File: src/rtl/hash_nonce_scheduler_pkg.sv
// Shared types and helpers for the nonce search scheduler.
package hash_nonce_scheduler_pkg;

  localparam int unsigned BLOQUE_W = 96;
  localparam int unsigned NONCE_W  = 32;
  localparam int unsigned HASH_W   = 24;
  localparam int unsigned TARGET_W = 8;

  typedef enum logic [1:0] {
    ST_IDLE  = 2'd0,
    ST_RUN   = 2'd1,
    ST_DRAIN = 2'd2,
    ST_DONE  = 2'd3
  } sched_state_e;

  // A hash qualifies when both of its upper two bytes are below the target.
  function automatic logic hash_cumple(input logic [HASH_W-1:0]   hash,
                                       input logic [TARGET_W-1:0] tgt);
    return (hash[HASH_W-1 -: TARGET_W] < tgt) &&
           (hash[HASH_W-TARGET_W-1 -: TARGET_W] < tgt);
  endfunction

endpackage

File: src/rtl/hash_nonce_scheduler_tag_line.sv
// nonce_tag_line: DEPTH-deep {valid, nonce} delay line that mirrors the hash
// core pipeline, so the tail entry lines up with the core result.
module nonce_tag_line
  import hash_nonce_scheduler_pkg::*;
#(
  parameter int unsigned DEPTH = 3
) (
  input  logic               clk,
  input  logic               reset,
  input  logic               in_valid_i,
  input  logic [NONCE_W-1:0] in_nonce_i,
  output logic               tail_valid_o,
  output logic [NONCE_W-1:0] tail_nonce_o,
  output logic               empty_o
);

  logic [DEPTH-1:0]   valid_q, valid_d;
  logic [NONCE_W-1:0] nonce_q [DEPTH];
  logic [NONCE_W-1:0] nonce_d [DEPTH];

  // Shift every entry one stage towards the tail.
  always_comb begin
    valid_d[0] = in_valid_i;
    nonce_d[0] = in_nonce_i;
    for (int i = 1; i < int'(DEPTH); i++) begin
      valid_d[i] = valid_q[i-1];
      nonce_d[i] = nonce_q[i-1];
    end
  end

  // Delay line registers; reset empties the line.
  always_ff @(posedge clk) begin
    if (!reset) begin
      valid_q <= '0;
      for (int i = 0; i < int'(DEPTH); i++) nonce_q[i] <= '0;
    end else begin
      valid_q <= valid_d;
      for (int i = 0; i < int'(DEPTH); i++) nonce_q[i] <= nonce_d[i];
    end
  end

  assign tail_valid_o = valid_q[DEPTH-1];
  assign tail_nonce_o = nonce_q[DEPTH-1];
  assign empty_o      = ~|valid_q;

endmodule

File: src/rtl/hash_nonce_scheduler.sv
// hash_nonce_scheduler: issues one nonce per cycle to the hash core, checks
// returned hashes against the captured target and stops on the first match.
// Optional abort input is enabled with the HASH_SCHED_ABORT_EN macro.
//
// state    | meaning
// ---------+-----------------------------------------------------------
// ST_IDLE  | after reset, waiting for inicio
// ST_RUN   | issuing nonces, checking returned hashes
// ST_DRAIN | issue stopped, waiting for in-flight nonces to return
// ST_DONE  | job reported; outputs held until the next inicio
module hash_nonce_scheduler
  import hash_nonce_scheduler_pkg::*;
#(
  parameter int unsigned        HASH_LAT   = 3,
  parameter logic [NONCE_W-1:0] NONCE_LAST = 32'hFFFF_FFFF
) (
  input  logic                clk,
  input  logic                reset,
  input  logic                inicio,
  input  logic [BLOQUE_W-1:0] bloque_bytes,
  input  logic [TARGET_W-1:0] target,
`ifdef HASH_SCHED_ABORT_EN
  input  logic                abortar,
`endif
  output logic [BLOQUE_W-1:0] core_bloque,
  output logic [NONCE_W-1:0]  core_nonce,
  output logic                core_valid,
  input  logic [HASH_W-1:0]   core_hash,
  output logic                ocupado,
  output logic                terminado,
  output logic                encontrado,
  output logic [NONCE_W-1:0]  nonce_out,
  output logic [HASH_W-1:0]   hash_out
);

  sched_state_e        state_q, state_d;
  logic [NONCE_W-1:0]  nonce_q, nonce_d;
  logic [BLOQUE_W-1:0] bloque_q, bloque_d;
  logic [TARGET_W-1:0] target_q, target_d;
  logic                encontrado_q, encontrado_d;
  logic [NONCE_W-1:0]  nonce_out_q, nonce_out_d;
  logic [HASH_W-1:0]   hash_out_q, hash_out_d;

  logic                issue;
  logic                match;
  logic                abort_req;
  logic                tail_valid;
  logic [NONCE_W-1:0]  tail_nonce;
  logic                tag_empty;

`ifdef HASH_SCHED_ABORT_EN
  assign abort_req = abortar;
`else
  assign abort_req = 1'b0;
`endif

  nonce_tag_line #(
    .DEPTH(HASH_LAT)
  ) u_tag_line (
    .clk         (clk),
    .reset       (reset),
    .in_valid_i  (issue),
    .in_nonce_i  (nonce_q),
    .tail_valid_o(tail_valid),
    .tail_nonce_o(tail_nonce),
    .empty_o     (tag_empty)
  );

  // Next-state, nonce issue and first-match capture.
  always_comb begin
    state_d      = state_q;
    nonce_d      = nonce_q;
    bloque_d     = bloque_q;
    target_d     = target_q;
    encontrado_d = encontrado_q;
    nonce_out_d  = nonce_out_q;
    hash_out_d   = hash_out_q;
    issue        = 1'b0;
    match        = 1'b0;

    case (state_q)
      ST_IDLE, ST_DONE: begin
        if (inicio) begin
          bloque_d     = bloque_bytes;
          target_d     = target;
          nonce_d      = '0;
          encontrado_d = 1'b0;
          nonce_out_d  = '0;
          hash_out_d   = '0;
          state_d      = ST_RUN;
        end
      end
      ST_RUN: begin
        // encontrado is always clear in RUN, the first match ends issuing
        match = tail_valid && hash_cumple(core_hash, target_q);
        if (match) begin
          encontrado_d = 1'b1;
          nonce_out_d  = tail_nonce;
          hash_out_d   = core_hash;
          state_d      = ST_DRAIN;
        end else if (abort_req) begin
          state_d = ST_DRAIN;
        end else begin
          issue = 1'b1;
          if (nonce_q == NONCE_LAST) begin
            state_d = ST_DRAIN;
          end else begin
            nonce_d = nonce_q + NONCE_W'(1);
          end
        end
      end
      ST_DRAIN: begin
        // Results of nonces issued before the stop still count, first one wins
        match = tail_valid && !encontrado_q && hash_cumple(core_hash, target_q);
        if (match) begin
          encontrado_d = 1'b1;
          nonce_out_d  = tail_nonce;
          hash_out_d   = core_hash;
        end
        if (tag_empty) begin
          state_d = ST_DONE;
        end
      end
      default: state_d = ST_IDLE;
    endcase
  end

  // State and job registers; reset aborts any job without reporting.
  always_ff @(posedge clk) begin
    if (!reset) begin
      state_q      <= ST_IDLE;
      nonce_q      <= '0;
      bloque_q     <= '0;
      target_q     <= '0;
      encontrado_q <= 1'b0;
      nonce_out_q  <= '0;
      hash_out_q   <= '0;
    end else begin
      state_q      <= state_d;
      nonce_q      <= nonce_d;
      bloque_q     <= bloque_d;
      target_q     <= target_d;
      encontrado_q <= encontrado_d;
      nonce_out_q  <= nonce_out_d;
      hash_out_q   <= hash_out_d;
    end
  end

  assign core_bloque = bloque_q;
  assign core_nonce  = nonce_q;
  assign core_valid  = issue;
  assign ocupado     = (state_q == ST_RUN) || (state_q == ST_DRAIN);
  assign terminado   = (state_q == ST_DONE);
  assign encontrado  = encontrado_q;
  assign nonce_out   = nonce_out_q;
  assign hash_out    = hash_out_q;

endmodule
File: config.mk
export PLATFORM = sky130hd
export DESIGN_NAME = hash_nonce_scheduler
export DESIGN_NICKNAME = d
export VERILOG_FILES = /design/src/rtl/hash_nonce_scheduler_pkg.sv /design/src/rtl/hash_nonce_scheduler_tag_line.sv /design/src/rtl/hash_nonce_scheduler.sv
export SDC_FILE = /design/constraint.sdc
export NUM_CORES = 1
export LEC_CHECK = 0
export CAP_MARGIN = 10
export CORE_ASPECT_RATIO = 1.4
export CORE_MARGIN = 4
export CORE_UTILIZATION = 40
export CTS_BUF_LIST = sky130_fd_sc_hd__clkbuf_8
export CTS_CLUSTER_DIAMETER = 50
export DETAILED_ROUTE_END_ITERATION = 8
export PLACE_DENSITY = 0.69
export SLEW_MARGIN = 25
export SYNTH_ARGS = -nofsm -noshare
export SYNTH_HDL_FRONTEND = slang
export SYNTH_SLANG_ARGS = --single-unit
export TNS_END_PERCENT = 100
File: constraint.sdc
create_clock -name clk -period 4.3 [get_ports clk]
set_input_delay 0.43 -clock clk [delete_from_list [all_inputs] [get_ports clk]]
set_output_delay 0.43 -clock clk [all_outputs]
set_load 0.03 [all_outputs]
==> metrics.csv <==
stage;metric;value;unit
final_layout;seq_area;0.005886;mm2
global_routing;grt_max_degree;160;
yosys;ys_ff_latch;294;
timing;rsz0062_at_grt;no;
clock_tree;cts_resized;0;
yosys;synth_top_cell_area_share;52.77;%
yosys;yosys_warnings;0;
power;fin_total_pwr;8.229;mW
power;peakVddDrop;377.4;uV
critical_path;cp-end-kind;output port;
timing;clock_skew;22.68;ps
timing;setup-tns-final;0;ps
timing;finalMaxSlewViolations;0;
timing;fin_crit_sh;76.49;%
flow_run;drv_cap;0;
critical_path;worstSetupStartpoint;state_q[0];
critical_path;crit_path_max_incr_delay;790;ps
worst_hold_path;hold_path_class;flip-flop to flip-flop;
clock_tree;ctsHtreeMaxLevel;2;
critical_path;reg2reg_from;state_q[0];
clock_tree;numCtsBuffers;46;
power;leakagePower;5.636;nW
placed_design;place.gp.congestion;0.8385;
clock_tree;clock-sinks;294;
critical_path;r2r_end;core_nonce[20];
clock_tree;root_buffer;clkbuf_8;
floorplan;dieArea;0.03066;mm2
placed_design;post-dp-hpwl;21530;um
critical_path;crit_path_end;ocupado;
final_layout;num-fill-cells;2550;
critical_path;worstPathCellList;inv_1, ha_1, inv_2, buf_4, clkdlybuf4s50_1;
global_routing;grt_pass1_vias;8576;
status;status;finished, final reports clean;
yosys;synthArstFlopShare;0;%
yosys;ys_seq_area_share;52.77;%
power;p_per_area;539.7;mW/mm2
timing;fin_hold_ws;416.3;ps
yosys;synth_top_area_cell;dfxtp_1;
yosys;syn-num-nets;1383;
detailed_routing;wl_per_cell;16.27;um
detailed_routing;drt-total-wl;30790;um
critical_path;crit_arrival;2860;ps
timing;min_period;3289;ps
clock_tree;clkTransAtPathRegs;60;ps
timing;tightest_slew;869.2;ps
clock_tree;clockBufferDepth;3;
timing;timing.fmax;304.0;MHz
placed_design;numPortBuffers;318;
final_layout;syn_to_final_growth;36.72;%
detailed_routing;ant_nets;0;
detailed_routing;dr.pass1.iters;5;
detailed_routing;drcViolationCount;0;
timing;slew_headroom;42.05;%
global_routing;antenna_found_initial;0;
critical_path;critPathSlowestCell;clkdlybuf4s50_1;
critical_path;critPathKind;flip-flop to output port;
clock_tree;insertion_delay;570;ps
clock_tree;postCtsSetupBuffers;0;
yosys;syn_area_per_cell;9.046;um2
detailed_routing;drt_iter0_markers;416;
critical_path;worstPathRequired;3870;ps
critical_path;r2r_cells;9;
global_routing;grt_usage;19.17;%
yosys;synth-edff-count;0;
yosys;synth_area;0.01115;mm2
final_layout;multi_input_area;0.004579;mm2
floorplan;ios;319;
detailed_routing;viasPerCell;4.830;
floorplan;start_util;40.46;%
final_layout;drive_gt1_share;6.851;%
clock_tree;tritoncts;yes;
global_routing;grt.overflow.total;0;
clock_tree;holdBufCountCts;0;
critical_path;startpoint_type;flip-flop;
timing;finalHoldViolCount;0;
critical_path;crit_fanout;58;
yosys;synthFlopType;dfxtp_1;
floorplan;die_x;149.1;um
timing;setup_violations;0;
critical_path;regToRegSetupSlack;1350;ps
yosys;yosys.cell_types.count;59;
yosys;yosys-top-cells-area;dfxtp_1, nand2_1, a21boi_0, and2_1, nand4_1;
final_layout;layout.nets;1637;
floorplan;rows;72;
yosys;synthCells;1233;
detailed_routing;routed-via-count;9138;
floorplan;chipHeight;205.6;um
floorplan;core_area;0.02757;mm2
global_routing;grt_pass1_wl;47150;um
## worst min-delay path by stage
stage / start / to / slack [ps] / depth (start not counted)
after detailed placement: u_tag_line.nonce_q[0][7] / u_tag_line.nonce_q[0][39] / 420 / 1
final: u_tag_line.nonce_q[0][58] / u_tag_line.nonce_q[0][90] / 420 / 1
after global placement: u_tag_line.nonce_q[0][18] / u_tag_line.nonce_q[0][50] / 410 / 1
after global routing: bloque_bytes[42] / core_bloque[42] / 390 / 3
after CTS: bloque_bytes[16] / core_bloque[16] / 380 / 3
after floorplan: u_tag_line.nonce_q[0][0] / u_tag_line.nonce_q[0][32] / 410 / 1
## sequential cells by signal (all words and copies together), names as in the netlist
register            flops
core_bloque            96
core_nonce             32
encontrado              1
hash_out               24
nonce_out              32
state_q                 2
target_q                8
u_tag_line.nonce_q     96
u_tag_line.valid_q      3
## metal layers
| layer | routed length, um | GRT usage (%) | up-vias |
|---|---|---|---|
| met5 | 0 | 0 | - |
| met4 | 995 | 7.785 | 0 |
| met3 | 2407 | 6.543 | 64 |
| met2 | 15220 | 31.98 | 264 |
| met1 | 12160 | 22.58 | 4183 |
| li1 | - | - | 4627 |
## stage by stage
step	instances	worst slack (ps)	util [%]	instance area (um2)
detailed placement	1809	1092	51.64	14240
global placement	1809	1064	51.63	14230
floorplan	1233	1919	-	11150
CTS	1888	947.9	55.28	15240
finish	1892	1011	55.32	15250
global route	1888	853.7	55.28	15240
## where the power goes
part	leakage (nW)	total (mW)	internal (mW)	switching, mW
Clock	0.549	2.52	1.43	1.09
Combinational	2.70	2.53	0.874	1.65
Sequential	2.39	3.19	3.03	0.158
Total	5.64	8.23	5.33	2.90
## synth_stat cells, drive strengths merged, types with 6 or more instances
library cell	n
nand4	71
nor2	20
o31ai	8
a21boi	104
buf	49
dfxtp	294
a31oi	7
inv	12
nand3	25
nand2	299
and2	109
o211ai	6
ha	19
a21oi	8
o21ai	74
clkbuf	71
## critical path: cells and delay by family (launching register included)
family / cells / cell delay (ps)
buffers and inverters: 4 / 1470
flip-flops: 1 / 410
adder cells (fa/ha/maj): 1 / 380
## cells by family after synthesis
group	synth area share, %
adders and majority gates	2.131
xor gates and xnor gates	0.3926
muxes	0.4488
and+or+nand+nor	24.49
DFF	52.77
buffers and inverters	6.260
AOI/OAI and AO/OA	13.51
## layout make-up
class	count	area share, %
diodes	4	0.06564
clock buffers	63	5.686
clock inverters	16	0.8862
inverters	12	0.2954
multi-input cells	807	30.03
flip-flops and latches	294	38.60
well taps	370	3.036
repair buffers	326	21.40
## layout by cell type (no fill, tap or decap), types with 5 or more instances in the layout
master / instances
clkdlybuf4s50_1: 317
nand2_1: 296
dfxtp_1: 294
and2_1: 106
a21boi_0: 104
nand4_1: 70
clkbuf_8: 64
o21ai_0: 44
o21ai_1: 29
nand3_1: 24
inv_1: 19
ha_1: 19
nor2_1: 18
o31ai_1: 8
a31oi_1: 7
a21oi_1: 6
o211ai_1: 6
buf_4: 6
or4_1: 5
xor2_1: 5
nand2b_1: 5
mux2i_1: 5
Note: power is estimated with default switching activity, not from simulation.
